`src/rtl/ball_pkg.sv`:
```
// ---------------------------------------------------------------------------
// ball_pkg
// Shared definitions for the ball collision checker: default bitmap geometry,
// bitmap address width and the checker FSM state encoding.
// ---------------------------------------------------------------------------
package ball_pkg;

   // Default obstacle bitmap geometry (one bit per pixel, row-major).
   localparam int BALL_H_RES      = 640;
   localparam int BALL_V_RES      = 480;
   localparam int BALL_MEM_ADDR_W = 19;

   // Collision check sequence: latch the ball, read the left edge pixel,
   // read the right edge pixel, publish the result.
   typedef enum logic [2:0] {
      IDLE,
      LATCH,
      REQ_L,
      WAIT_L,
      REQ_R,
      WAIT_R,
      DONE
   } state_t;

endpackage

```
`src/rtl/sync_edge.sv`:
```
// ---------------------------------------------------------------------------
// sync_edge
// Brings an asynchronous level into the Clk domain through two flops and
// produces a one-cycle pulse on each rising edge of the synchronised level.
//
// Ports:
//   Clk      - system clock
//   Reset_n  - synchronous active-low reset
//   async_in - asynchronous level (e.g. vsync-derived frame strobe)
//   rise     - one Clk-cycle pulse per rising edge of async_in
// ---------------------------------------------------------------------------
module sync_edge (
   input  logic Clk,
   input  logic Reset_n,
   input  logic async_in,
   output logic rise
);

   // [0] and [1] are the synchroniser; [2] holds the previous synchronised
   // value for edge detection.
   logic [2:0] sync_q;

   // NOTE: reset is sampled on the clock edge, so it lives inside the
   // clocked block rather than in the sensitivity list.
   always_ff @(posedge Clk) begin
      if (!Reset_n) begin
         sync_q <= '0;
      end else begin
         sync_q <= {sync_q[1:0], async_in};
      end
   end

   assign rise = sync_q[1] & ~sync_q[2];

endmodule

```
`src/rtl/ball_collide.sv`:
```
// ---------------------------------------------------------------------------
// ball_collide
// Once per frame, samples the obstacle bitmap at the ball's left edge
// (X-S, Y) and right edge (X+S, Y) and reports whether either pixel is an
// obstacle. Samples that fall outside the bitmap are skipped and count as
// clear. The bitmap is read through a simple request / valid handshake with
// unbounded latency.
//
// Ports:
//   Clk        - system clock
//   Reset_n    - synchronous active-low reset
//   frame_clk  - once-per-frame strobe, asynchronous to Clk
//   BallX/Y    - ball centre position in pixels
//   BallS      - ball half-size in pixels
//   mem_rd     - bitmap read request, held until mem_valid
//   mem_addr   - bitmap read address, Y*H_RES + X
//   mem_valid  - mem_rdata is valid for the outstanding request
//   mem_rdata  - bitmap pixel, 1 = obstacle
//   bit_on     - collision result of the last completed check
//   busy       - a check is in progress
//   overrun    - one-cycle pulse when a frame edge arrives while busy
// ---------------------------------------------------------------------------
module ball_collide
   import ball_pkg::*;
#(
   parameter int H_RES      = BALL_H_RES,
   parameter int V_RES      = BALL_V_RES,
   parameter int MEM_ADDR_W = BALL_MEM_ADDR_W
) (
   input  logic                  Clk,
   input  logic                  Reset_n,
   input  logic                  frame_clk,
   input  logic [9:0]            BallX,
   input  logic [9:0]            BallY,
   input  logic [9:0]            BallS,
   output logic                  mem_rd,
   output logic [MEM_ADDR_W-1:0] mem_addr,
   input  logic                  mem_valid,
   input  logic                  mem_rdata,
   output logic                  bit_on,
   output logic                  busy,
   output logic                  overrun
);

   // Largest legal pixel coordinates, one bit wider than the ball inputs so
   // that X+S can be range-checked without wrapping.
   localparam logic [10:0] H_MAX = 11'(H_RES - 1);
   localparam logic [10:0] V_MAX = 11'(V_RES - 1);

   state_t     state;
   logic       frame_start;

   // Ball geometry captured in LATCH; everything after LATCH uses these.
   logic [9:0] bx, by, bs;
   logic       right_ok;
   logic       left_hit, right_hit;

   // Range checks on the live inputs, only consumed in LATCH.
   logic        in_left_ok, in_right_ok, in_row_ok;
   logic [9:0]  in_left_x;
   logic [10:0] in_right_x;

   // Sample x coordinates from the captured geometry.
   logic [9:0]  left_x;
   logic [10:0] right_x;

   sync_edge u_sync_edge (
      .Clk      (Clk),
      .Reset_n  (Reset_n),
      .async_in (frame_clk),
      .rise     (frame_start)
   );

   assign in_left_x   = BallX - BallS;
   assign in_right_x  = {1'b0, BallX} + {1'b0, BallS};
   assign in_row_ok   = ({1'b0, BallY} <= V_MAX);
   // X < S would wrap the subtraction, so it is rejected before the range test.
   assign in_left_ok  = in_row_ok && (BallX >= BallS) && ({1'b0, in_left_x} <= H_MAX);
   assign in_right_ok = in_row_ok && (in_right_x <= H_MAX);

   assign left_x  = bx - bs;
   assign right_x = {1'b0, bx} + {1'b0, bs};

   // Row-major pixel address. Operands are widened to the address width
   // before multiplying so no partial product is truncated.
   function automatic logic [MEM_ADDR_W-1:0] pix_addr(input logic [9:0]  y,
                                                      input logic [10:0] x);
      return MEM_ADDR_W'(y) * MEM_ADDR_W'(H_RES) + MEM_ADDR_W'(x);
   endfunction

   always_ff @(posedge Clk) begin
      if (!Reset_n) begin
         state     <= IDLE;
         mem_rd    <= 1'b0;
         mem_addr  <= '0;
         bit_on    <= 1'b0;
         busy      <= 1'b0;
         overrun   <= 1'b0;
         bx        <= '0;
         by        <= '0;
         bs        <= '0;
         right_ok  <= 1'b0;
         left_hit  <= 1'b0;
         right_hit <= 1'b0;
      end else begin
         // A frame edge outside IDLE (DONE included) is dropped and flagged;
         // the running check carries on untouched.
         overrun <= frame_start && (state != IDLE);

         case (state)
            IDLE: begin
               if (frame_start) begin
                  state <= LATCH;
                  busy  <= 1'b1;
               end
            end

            LATCH: begin
               bx        <= BallX;
               by        <= BallY;
               bs        <= BallS;
               right_ok  <= in_right_ok;
               left_hit  <= 1'b0;
               right_hit <= 1'b0;
               state     <= in_left_ok ? REQ_L : REQ_R;
            end

            REQ_L: begin
               mem_rd   <= 1'b1;
               mem_addr <= pix_addr(by, {1'b0, left_x});
               state    <= WAIT_L;
            end

            // mem_rd/mem_addr hold here until the bitmap answers.
            WAIT_L: begin
               if (mem_valid) begin
                  left_hit <= mem_rdata;
                  mem_rd   <= 1'b0;
                  state    <= REQ_R;
               end
            end

            REQ_R: begin
               if (right_ok) begin
                  mem_rd   <= 1'b1;
                  mem_addr <= pix_addr(by, right_x);
                  state    <= WAIT_R;
               end else begin
                  state <= DONE;
               end
            end

            WAIT_R: begin
               if (mem_valid) begin
                  right_hit <= mem_rdata;
                  mem_rd    <= 1'b0;
                  state     <= DONE;
               end
            end

            DONE: begin
               bit_on <= left_hit | right_hit;
               busy   <= 1'b0;
               state  <= IDLE;
            end

            default: begin
               state  <= IDLE;
               mem_rd <= 1'b0;
               busy   <= 1'b0;
            end
         endcase
      end
   end

endmodule

```
`config.mk`:
```
export PLATFORM = sky130hd
export DESIGN_NAME = ball_collide
export DESIGN_NICKNAME = d
export VERILOG_FILES = /design/src/rtl/ball_pkg.sv /design/src/rtl/sync_edge.sv /design/src/rtl/ball_collide.sv
export SDC_FILE = /design/constraint.sdc
export NUM_CORES = 1
export LEC_CHECK = 0
export CORE_MARGIN = 4
export CORE_UTILIZATION = 50
export DETAILED_ROUTE_END_ITERATION = 12
export PLACE_DENSITY = 0.73
export SLEW_MARGIN = 20
export SYNTH_ARGS = -nofsm -noshare
export SYNTH_HDL_FRONTEND = slang
export SYNTH_SLANG_ARGS = --single-unit
```
`constraint.sdc`:
```
create_clock -name Clk -period 7.15 [get_ports Clk]
set_input_delay 1.43 -clock Clk [delete_from_list [all_inputs] [get_ports Clk]]
set_output_delay 1.43 -clock Clk [all_outputs]
set_load 0.01 [all_outputs]
```
==> metrics.md, run 1 <==
| Metric | Value |
|---|---|
| Worst Slack Setup Final | `approximately 3.1 ns` |
| Switching share of power | `between 20% and 30%` |
| Post-Place Worst Slack | `3.182 ns` |
| Worst IR Drop VDD | `0.1274 mV` |
| Num CTS Buffers | `9` |
| DRC | `0` |
| Area grow syn2layout | `17.83%` |
| Xor/xnor share of the synthesized area | `under 10%` |
| Critical Path Source Type | `flop` |
| Status | `completed` |
| Post-cts sizing count | `0` |
| Post-synth ARST share | `0%` |
| First-pass GRT wire length | `19640 µm` |
| Initial antenna violation count | `0` |
| Post-synth EDFFs | `0` |
| Number of DRC markers in iteration 0 | `207` |
| Final wirelength | `11520 µm` |
| Max Cap Viol | `0` |
| Syn Area/Cell | `7.794 µm²` |
| Vias in the first global route | `between 4000 and 5000` |
| Fin Clk Skew | `approximately 0.013 ns` |
| Die Ht | `between 100 and 150 µm` |
| Post-Synth Adder-Cell Area | `20.68%` |
| Minimum clock period after layout | `4.001 ns` |
| PortBufs | `between 50 and 60` |
| Gr usage total | `20.97%` |
| Clk pwr share | `38.4%` |
| Cell variety after synth | `between 50 and 60` |
| Layout cells sized above 1 | `4.160%` |
| Vias | `4433` |
| R2R depth | `17` |
| Complex-gate fraction of the synthesized area | `a little under a quarter` |
| Final Cell Area | `0.005731 mm²` |
| Clock Tree Buf Depth | `2` |
| Die Span X | `between 100 and 150 µm` |
| Slowest CP cell | `o41ai_1` |
| Final core utilization | `61.15%` |
| Worst path max stage delay | `0.54 ns` |
| Root Buffer | `clkbuf_8` |
| WP data required | `about 7.4 ns` |
| Via count normalized by instance count | `5.527` |
| Final ANT Viol Nets | `0` |
| Initial Utilization | `between 50% and 60%` |
| Rel. slew slack | `44.28%` |
| H-tree Lvls | `3` |
| Nets | `778` |
| FP Rows | `35` |
| Post-layout power | `between 0.9 and 1 mW` |
| Crit path arrival time | `4.28 ns` |
| Synthesized flop and latch total | `62` |
| CTS sink cnt | `just over 60` |
| CTS tree | `done` |
| Max Clk Rate | `0.2499 GHz` |
| Pwr per Cell Area | `between 150 and 200 mW/mm²` |
| Post-DP HPWL | `roughly 8900 µm` |
| Hold WC Path Type | `flop to flop` |
| Sum Neg Setup Slack | `0 ns` |
| WL per Instance | `14.37 µm` |
| Final hold violation count | `0` |
| Worst slew pin tran | `0.8345 ns` |
| Largest net degree at the start of global routing | `47` |
| CP endpoint kind | `flop` |
| Antenna fix cells | `0` |
| Sw power | `0.2618 mW` |
| I/O pin total | `between 50 and 60` |
| Final Slew Violations | `0` |
| Mapped Area | `0.004863 mm²` |
| Seq/Total Area, Yosys | `25.52%` |
| Int Pwr | `0.6461 mW` |
| Post-Synth Simple-Gate Area | `17.75%` |
| WS Path Type | `flop to flop` |
| Final weighted congestion in routability-driven placement | `0.8760` |
| Critical-path maximum fanout | `4` |
| Grt total ovfl | `0` |
| Crit-path cells | `inv_1, ha_1, nor2b_1, o21ai_0, a21oi_1, o21a_1, o41ai_1, nor3_1, a311oi_1, ha_1, o21ai_0, o21ai_2, o311ai_1, a21oi_2, nand4bb_2, or3_1, a31oi_1` |
| Setup Viol. Count Final | `0` |
| Leak | `2.421 nW` |
| Cts hold-fix bufs | `0` |
| Commonest cells after routing, fill and taps aside | `nand2_1 (86), a21oi_1 (66), ha_1 (66)` |
| Flop pwr share | `40.1%` |
| Placement Cell Area | `0.005503 mm²` |
| Syn Inst Count | `624` |
| Clock-pin slew on the worst setup and hold paths | `0.08 ns` |
| WHS Path Cells | `1` |
| Worst skew pair latency | `0.35 ns` |
| Combinational share of power | `21.6%` |
| Ys flop type | `dfxtp_1` |
| Synth Net Count | `734` |
| Drt first pass iters | `4` |
| Proportion of synthesized area in mux cells | `0.6432%` |
| Fin crit share | `approximately 56%` |
| Postcts setup bufs | `0` |
| CORE AREA | `approximately 0.0094 mm²` |
| Die area | `0.01137 mm²` |
| Yosys warns | `0` |
| Commonest non-fill, non-tap cell in the layout | `nand2_1` |
| RSZ-0062 raised after global routing | `false` |
| Largest family of logic cells by synthesized area | `compound AO/OA/AOI/OAI gates` |
-- flip-flops by register name, summed over array words and instances (netlist names) --
name and count:
state 3, overrun 1, mem_addr 19, mem_rd 1
busy 1, bs 10, bit_on 1, bx 10
right_hit 1, by 10, right_ok 1, left_hit 1
u_sync_edge.sync_q 3
-- kinds of logic (layout without fill, tap and decap cells) --
logic type	count (synthesis)	after routing
simple gates	191	191
compound gates	184	184
buf+inv	78	127
fa+ha+maj	75	75
flops	62	62
xor+xnor	31	31
mux	3	3
-- cells in the mapped netlist (2+ instances only) --
| master | n | share of area (%) |
|---|---|---|
| a2111oi_0 | 2 | 0.36 |
| nor2_1 | 44 | 3.4 |
| xor2_1 | 7 | 1.3 |
| a21o_1 | 10 | 1.5 |
| or3_1 | 2 | 0.26 |
| a31oi_1 | 6 | 0.77 |
| o311a_1 | 2 | 0.41 |
| dfxtp_1 | 62 | 26 |
| nand2b_1 | 8 | 1.0 |
| nor2b_1 | 8 | 1.0 |
| ha_1 | 66 | 17 |
| buf_6 | 2 | 0.46 |
| o221ai_1 | 3 | 0.54 |
| nand3b_1 | 2 | 0.31 |
| a311oi_1 | 5 | 0.90 |
| and3_1 | 3 | 0.39 |
| o21a_1 | 4 | 0.62 |
| nor3_1 | 12 | 1.2 |
| o21bai_1 | 6 | 0.93 |
| mux2i_1 | 2 | 0.41 |
| fa_1 | 9 | 3.7 |
| o22ai_1 | 4 | 0.51 |
| a21oi_1 | 67 | 6.9 |
| a221oi_1 | 2 | 0.36 |
| o21ai_0 | 40 | 4.1 |
| nand2_1 | 86 | 6.6 |
| inv_1 | 51 | 3.9 |
| nand4_1 | 4 | 0.51 |
| and2_1 | 5 | 0.64 |
| nand3_1 | 10 | 1.0 |
| a41oi_1 | 2 | 0.36 |
| a211oi_1 | 13 | 2.0 |
| clkbuf_1 | 22 | 1.7 |
| o211ai_1 | 6 | 0.93 |
| xnor2_1 | 24 | 4.3 |
-- routing by layer --
layer	global-route usage (%)	vias up	part of all wire, %
met1	27.71	2062	47
li1	-	2261	-
met5	0	-	0
met4	6.484	0	1.3
met2	34.49	97	47
met3	4.275	13	4.6
-- worst max-delay path, delay by kind of cell, from the launching register on --
family	cells	cell delay [ns]
buffers and inverters	1	0.06
flip-flops	1	0.41
AND/OR/NAND/NOR	4	0.81
adder cells (fa/ha/maj)	2	0.54
AO/OA/AOI/OAI	10	2.10
-- worst paths after layout --
check,start,to,slack [ns]
worst max-delay path,bs[1],mem_addr[18],3.15
worst max register to register,bs[1],mem_addr[18],3.15
worst min-delay path,u_sync_edge.sync_q[0],u_sync_edge.sync_q[1],0.45
worst min register to register,u_sync_edge.sync_q[0],u_sync_edge.sync_q[1],0.45
-- per-stage QoR --
step | hold WS [ns] | std cells
6_report | 0.4473 | 802
5_1_grt | 0.4914 | 802
4_1_cts | 0.4540 | 802
3_5_place_dp | 0.4345 | 786
3_3_place_gp | 0.4358 | 786
2_1_floorplan | 0.4119 | 624
-- area by class of cell --
class | count | area (µm²)
clock buffer | 10 | 137.6
inverter | 52 | 195.2
sequential | 62 | 1241
tap | 129 | 161.4
timing repair buffer | 59 | 585.6
multi-input combinational | 484 | 3324
fill | 869 | 3641
clock inverter | 6 | 85.08
-- power by group through the flow --
stage / combinational (mW) / sequential [mW] / clock (mW)
floorplan: 0.132 / 0.369 / 0
global placement: 0.188 / 0.371 / 0
detailed placement: 0.194 / 0.372 / 0
CTS: 0.196 / 0.364 / 0.358
global route: 0.220 / 0.365 / 0.372
finish: 0.196 / 0.364 / 0.348
No activity file was read; power rests on OpenSTA's default activity.
==> inputs of run 2 (changes only) <==
- PLACE_DENSITY: 0.73 -> 0.76
- clock period: 7.15 -> 3.4 ns (I/O delays scaled with it)
==> run 2 against run 1 <==
Count of clock-buffer cells in the layout decreased by 1. Via count increased by 5.5%. Clock skew decreased by 0.0011 ns. Largest cell class unchanged. Power increased by 110%. Highest routed layer unchanged. Cell area increased by 5.2%. Sequential power increased by 110%. Fmax increased by 18%.
==> metrics.md, run 2 (synthesized netlist as in run 1, its figures left out) <==
| Metric | Value |
|---|---|
| Commonest non-fill, non-tap cell in the layout | `nand2_1 (unchanged)` |
| RSZ-0062 raised after global routing | `true (was false)` |
| WP data required | `3.69 ns (was 7.43 ns)` |
| CTS tree | `done (unchanged)` |
| Layout cells sized above 1 | `11.36% (was 4.160%)` |
| Initial antenna violation count | `0 (unchanged)` |
| I/O pin total | `58 (unchanged)` |
| Area occupied by multi-input gates | `0.003407 mm² (was 0.003324 mm²)` |
| WL per Instance | `14.78 µm (was 14.37 µm)` |
| Combinational share of power | `26.1% (was 21.6%)` |
| H-tree Lvls | `3 (unchanged)` |
| Most flop-heavy register | `mem_addr (unchanged)` |
| Leak | `2.586 nW (was 2.421 nW)` |
| Minimum clock period after layout | `3.386 ns (was 4.001 ns)` |
| Critical Path Source Type | `flop (unchanged)` |
| Sw power | `0.6050 mW (was 0.2618 mW)` |
| DRC | `0 (unchanged)` |
| Area grow syn2layout | `23.90% (was 17.83%)` |
| Placement Cell Area | `0.005645 mm² (was 0.005503 mm²)` |
| Final ANT Viol Nets | `0 (unchanged)` |
| Setup Viol. Count Final | `0 (unchanged)` |
| Fin Clk Skew | `0.01232 ns (was 0.01337 ns)` |
| Die Ht | `106.6 µm (unchanged)` |
| Grt total ovfl | `0 (unchanged)` |
| Number of DRC markers in iteration 0 | `226 (was 207)` |
| Initial Utilization | `51.90% (unchanged)` |
| PortBufs | `57 (unchanged)` |
| Max Cap Viol | `0 (unchanged)` |
| Die area | `0.01137 mm² (unchanged)` |
| Worst skew pair latency | `0.36 ns (was 0.35 ns)` |
| Max Clk Rate | `0.2953 GHz (was 0.2499 GHz)` |
| Vias | `4676 (was 4433)` |
| Final wirelength | `12310 µm (was 11520 µm)` |
| Final weighted congestion in routability-driven placement | `0.8877 (was 0.8760)` |
| Vias in the first global route | `4484 (was 4220)` |
| Post-Place Worst Slack | `-0.2350 ns (was 3.182 ns)` |
| First-pass GRT wire length | `20580 µm (was 19640 µm)` |
| Clock Tree Buf Depth | `2 (unchanged)` |
| Final hold violation count | `0 (unchanged)` |
| Worst slew pin tran | `0.9337 ns (was 0.8345 ns)` |
| Worst hold slack | `0.4521 ns (was 0.4473 ns)` |
| Critical-path maximum fanout | `3 (was 4)` |
| Fin crit share | `99.58% (was 55.96%)` |
| Max reg flops | `19 (unchanged)` |
| Final Slew Violations | `0 (unchanged)` |
| Sum Neg Setup Slack | `0 ns (unchanged)` |
| Clock-pin slew on the worst setup and hold paths | `0.08 ns (about the same)` |
| Storage cell area | `0.001246 mm² (was 0.001241 mm²)` |
| Num CTS Buffers | `9 (unchanged)` |
| Worst IR Drop VDD | `0.2079 mV (was 0.1274 mV)` |
| Int Pwr | `1.334 mW (was 0.6461 mW)` |
| Post-DP HPWL | `8927 µm (was 8928 µm)` |
| WS Path Type | `flop to flop (unchanged)` |
| Hold path startpoint | `u_sync_edge.sync_q[0] (unchanged)` |
| Flop pwr share | `39.4% (was 40.1%)` |
| FP Rows | `35 (unchanged)` |
| Nets | `809 (was 778)` |
| Antenna fix cells | `0 (unchanged)` |
| Worst Slack Setup Final | `0.01411 ns (was 3.149 ns)` |
| CTS sink cnt | `62 (unchanged)` |
| Final Cell Area | `0.006026 mm² (was 0.005731 mm²)` |
| Largest net degree at the start of global routing | `46 (was 47)` |
| Rel. slew slack | `37.75% (was 44.28%)` |
| Switching share of power | `31.19% (was 28.84%)` |
| CORE AREA | `0.009371 mm² (unchanged)` |
| Via count normalized by instance count | `5.613 (was 5.527)` |
| # fillers | `819 (was 869)` |
| Post-layout power | `1.939 mW (was 0.9079 mW)` |
| Die Span X | `106.6 µm (unchanged)` |
| Gr usage total | `21.93% (was 20.97%)` |
| Root Buffer | `clkbuf_8 (unchanged)` |
| Reg-to-Reg Start | `bs[1] (unchanged)` |
| Crit path arrival time | `3.68 ns (was 4.28 ns)` |
| Hold WC Path Type | `flop to flop (unchanged)` |
| Commonest cells after routing, fill and taps aside | `nand2_1 (86), a21oi_1 (65), ha_1 (62) (was nand2_1 (86), a21oi_1 (66), ha_1 (66))` |
| Status | `completed (unchanged)` |
| Clk pwr share | `34.5% (was 38.4%)` |
| Drt first pass iters | `5 (was 4)` |
| Crit. Startpoint | `bs[1] (unchanged)` |
| Pwr per Cell Area | `321.9 mW/mm² (was 158.4 mW/mm²)` |
| CP endpoint kind | `flop (unchanged)` |
==> run 2: critical path, cell delays in order (launching register included) <==
cell and delay, ns:
dfxtp_2 0.34, inv_2 0.04, ha_4 0.23, nor2b_4 0.12, o21ai_2 0.18, a21oi_2 0.08, o21a_1 0.22, o41ai_2 0.29
buf_4 0.18, a311oi_1 0.09, ha_2 0.37, o21ai_2 0.07, o21ai_2 0.16, o311ai_2 0.13, a21oi_2 0.23, nand4bb_2 0.14
or3_1 0.32, a31oi_1 0.13
==> run 2: path summary, 6_finish.rpt <==
check	to	slack (ns)	cells past startpoint
hold / removal	u_sync_edge.sync_q[1]	0.45	1
setup / recovery	mem_addr[18]	0.01	17
setup reg to reg	mem_addr[18]	0.01	17
hold reg to reg	u_sync_edge.sync_q[1]	0.45	1
==> run 2: layout make-up <==
| type | count | share of cell area, % |
|---|---|---|
| multi-input cells | 484 | 56.54 |
| flip-flops and latches | 62 | 20.68 |
| repair buffers | 90 | 13.58 |
| inverters | 52 | 3.239 |
| well taps | 129 | 2.679 |
| clock buffers | 9 | 2.056 |
| clock inverters | 7 | 1.225 |
==> run 2: power groups by stage <==
stage	clock network [mW]	registers, mW	logic, mW
2_1_floorplan	0	0.777	0.280
3_3_place_gp	0	0.779	0.431
3_5_place_dp	0	0.780	0.443
4_1_cts	0.669	0.763	0.484
5_1_grt	0.703	0.767	0.557
6_report	0.669	0.764	0.506
==> run 2: metal layers <==
layer  vias to the layer above  share of wire, %  global-route usage [%]
met4                         0               1.5                   5.845
met3                        21               5.7                   4.937
met5                         -                 0                       0
met2                       128                46                   36.33
met1                      2197                47                   28.83
li1                       2330                 -                       -
==> run 2: timing repair <==
| action | in CTS | in global routing |
|---|---|---|
| endpoints found under the setup margin | 7 | 9 |
| hold buffers | 0 | 0 |
| buffers inserted | 12 | 2 |
| pin swaps | 18 | 20 |
| gates resized for setup | 17 | 8 |
==> run 2: through the flow <==
| stage | std cells | util (%) |
|---|---|---|
| final | 833 | 64.30 |
| after CTS | 832 | 63.93 |
| after detailed placement | 804 | 60.24 |
| after floorplan | 624 | - |
| after global placement | 804 | 60.24 |
| after global routing | 833 | 64.30 |
